### config.mk
export PLATFORM = sky130hd
export DESIGN_NAME = aurora_bist_err_count
export DESIGN_NICKNAME = d
export VERILOG_FILES = /design/src/rtl/aurora_bist_err_count.sv
export SDC_FILE = /design/constraint.sdc
export NUM_CORES = 1
export LEC_CHECK = 0
export CAP_MARGIN = 25
export CORE_AREA = 4 4 113 61
export DETAILED_ROUTE_END_ITERATION = 10
export DIE_AREA = 0 0 117 65
export GPL_TIMING_DRIVEN = 0
export PLACE_DENSITY = 0.76
export SLEW_MARGIN = 20
export SYNTH_ARGS = -nofsm -noshare
export SYNTH_HDL_FRONTEND = slang
export SYNTH_SLANG_ARGS = --single-unit
### constraint.sdc
create_clock -name phy_clk -period 3.3 [get_ports phy_clk]
set_clock_uncertainty 0.2 [all_clocks]
set_input_delay 0.33 -clock phy_clk [delete_from_list [all_inputs] [get_ports phy_clk]]
set_output_delay 0.33 -clock phy_clk [all_outputs]
set_load 0.01 [all_outputs]
### src/rtl/aurora_bist_err_count.sv
// Saturating accumulator used for the checker's sample and error counters.
// Sticks at all-ones instead of wrapping; clear has priority over increment.
module aurora_bist_err_count #(
  parameter int CNT_W = 48,
  parameter int INC_W = 7
) (
  input  logic             phy_clk,
  input  logic             phy_rst_n,
  input  logic             clr,
  input  logic             inc_en,
  input  logic [INC_W-1:0] inc,
  output logic [CNT_W-1:0] count
);

  logic [CNT_W:0] sum;

  assign sum = {1'b0, count} + (CNT_W + 1)'(inc);

  always_ff @(posedge phy_clk) begin
    if (!phy_rst_n) begin
      count <= '0;
    end else if (clr) begin
      count <= '0;
    end else if (inc_en) begin
      count <= sum[CNT_W] ? '1 : sum[CNT_W-1:0];
    end
  end

endmodule

==> run metrics <==
clock latency on the worst-skew pair between 200 and 300 ps; share of layout cells above drive strength 1 roughly 5.7%; core area 5910 µm²; CTS tree built; CTS H-tree lvls 2; area of the multi-input gates about 1600 µm²; row count 20; CP Capture Type flop; leakage between 1 and 1.5 nW; worst slew pin tran 592 ps; slew margin rel. 60.3%; Pint 0.903 mW; outcome completed; part of the power in registers about half; ANT cells 0; Async SR Flop Fraction 0%; die height 65 µm; register area share after synthesis about 37%; number of flops mapped to enable cells by yosys 0; # DRC 0; #FFs+latches synth 48; share of Yosys cell area claimed by the top area cell type between 30% and 40%; switching power 0.269 mW; Synth Cell Area between 2000 and 3000 µm²; hold buffer count at cts 0; iteration-0 DRC count of the detailed router 221; worst setup path category input port to flop; Mapped Cells 301; placed cell areas 3270 µm²; Power Density 344 nW/µm²; Hold Fails Final Rpt 0; setup violators final 0; vias per cell 5.92; Peak VDD IR 0.000173 V; Final ANT Viol Nets 0; post-CTS setup repair buffer count 0; max-cap violations 0; Port Buffers 58; Clock Power Share 41.6%; Crit Path Max Fanout 4; vias in the first global route around 2400; ys flop type dfxtp_1; Vias 2628; FF+latch area 961 µm²; Design Area, Final 3410 µm²; per-cell routed wire length 17.3 µm; first-pass GRT wire length 12.4 mm; num ports 59; Post-CTS Resized 0; routability congestion estimate a little under 0.9; Most flops, register count; post-synthesis average cell area 8.62 µm²; drt pass-1 iters 5; Pins Over Slew Limit 0; RSZ-0062 raised after global routing false; Total Nets Final 386; pin count of the biggest net entering global routing 14; clock transition at the registers of the reported paths about 60 ps; Distinct cells, synth 48; antenna violations before repair 0; min Tclk post-route 2890 ps; clk sinks 48; CTS Buf Count 5; Layout fillers roughly 560; clk root buf clkbuf_16; Die Width 117 µm; clock buffer depth 2; Hold Crit Class flop to flop; fin crit share 87.4%; total track usage between 20% and 30%; Layout area overhead 31.5%; area of the die between 7000 and 8000 µm²; area leader, netlist dfxtp_1; most frequent cells in the layout clkdlybuf4s50_1 (58), dfxtp_1 (48), o21ai_0 (35), xnor2_1 (22); Post-DP HPWL between 5 and 6 mm; GR Overflow Total 0; syn nets 320; Switching Fraction 22.9%; max reg flops between 40 and 50; dominant cells by area after synthesis dfxtp_1 (37%), xnor2_1 (7.4%), o21ai_0 (6.8%); Starting Density 43.9%; combinational share of power between 8 and 9%; Top Registers count (48); commonest non-fill, non-tap cell in the layout clkdlybuf4s50_1; post-route setup TNS 0 ps; hold_ws approximately 330 ps; crit path DAT between 2000 and 3000 ps; Startpoint Class input port; Fmax 347 MHz; Routed WL between 7 and 8 mm; worst path required time around 3300 ps; yosys warns 0
==> layer usage <==
layer	GRT usage (%)	vias up	routed length, µm
met3	6.90	7	699
met2	27.8	116	3000
met1	32.3	1249	3930
li1	-	1256	-
met4	3.86	0	44
met5	0	-	0
==> cells by family after synthesis <==
logic type	Yosys count	share of synthesized area [%]
and+or+nand+nor	112	25.5
AOI/OAI and AO/OA	84	19.4
DFF	48	37.0
xor gates and xnor gates	32	10.8
buffers and inverters	17	3.14
adders and majority gates	8	4.15
==> power by group through the flow <==
stage | Sequential, mW | Combinational [mW] | Clock (mW)
floorplan | 0.602 | 0.0545 | 0
global placement | 0.601 | 0.0938 | 0
detailed placement | 0.601 | 0.0957 | 0
CTS | 0.588 | 0.0962 | 0.492
global route | 0.588 | 0.106 | 0.521
finish | 0.588 | 0.0969 | 0.488
==> worst max-delay path, cell delays in order <==
cell             delay [ps]
clkdlybuf4s50_1         400
ha_1                    250
fa_1                    460
a211o_1                 350
a221o_1                 360
a21o_1                  260
nor4b_1                 180
xnor2_1                 140
o21ai_0                  90
==> area by class of cell <==
cell class | count | share of cell area (%)
well taps | 77 | 2.83
flip-flops and latches | 48 | 28.2
inverters | 7 | 0.771
repair buffers | 59 | 17.2
clock buffers | 6 | 3.78
clock inverters | 1 | 0.147
plain buffers | 10 | 1.61
multi-input cells | 236 | 45.5
==> metrics by stage <==
stage | setup slack, ps | cells | utilization (%) | power, mW
after global routing | 239 | 444 | 57.7 | 1.21
after detailed placement | 31.5 | 436 | 55.4 | 0.696
after CTS | 286 | 443 | 57.6 | 1.18
after global placement | 123 | 436 | 55.4 | 0.694
final | 414 | 444 | 57.7 | 1.17
after floorplan | 803 | 301 | - | 0.657
==> path summary, 6_finish.rpt <==
check,startpoint,slack [ps],endpoint,depth (start not counted)
setup reg to reg,count[0],560,count[46],8
setup / recovery,inc[0],410,count[46],9
hold / removal,count[18],330,count[18],1
hold reg to reg,count[18],330,count[18],1
==> cells in the mapped netlist, drive strengths merged, types with 3 or more instances <==
cell type / instances
xnor2: 22
nor2: 17
xor2: 10
a21oi: 12
clkbuf: 6
nand4: 16
o21ai: 40
nor3: 17
buf: 4
a31oi: 12
and4: 3
ha: 7
dfxtp: 48
a21o: 3
nor4: 8
o21a: 3
nand2: 15
nand3: 17
and3: 7
inv: 7
Power figures use the tool's default switching activity.
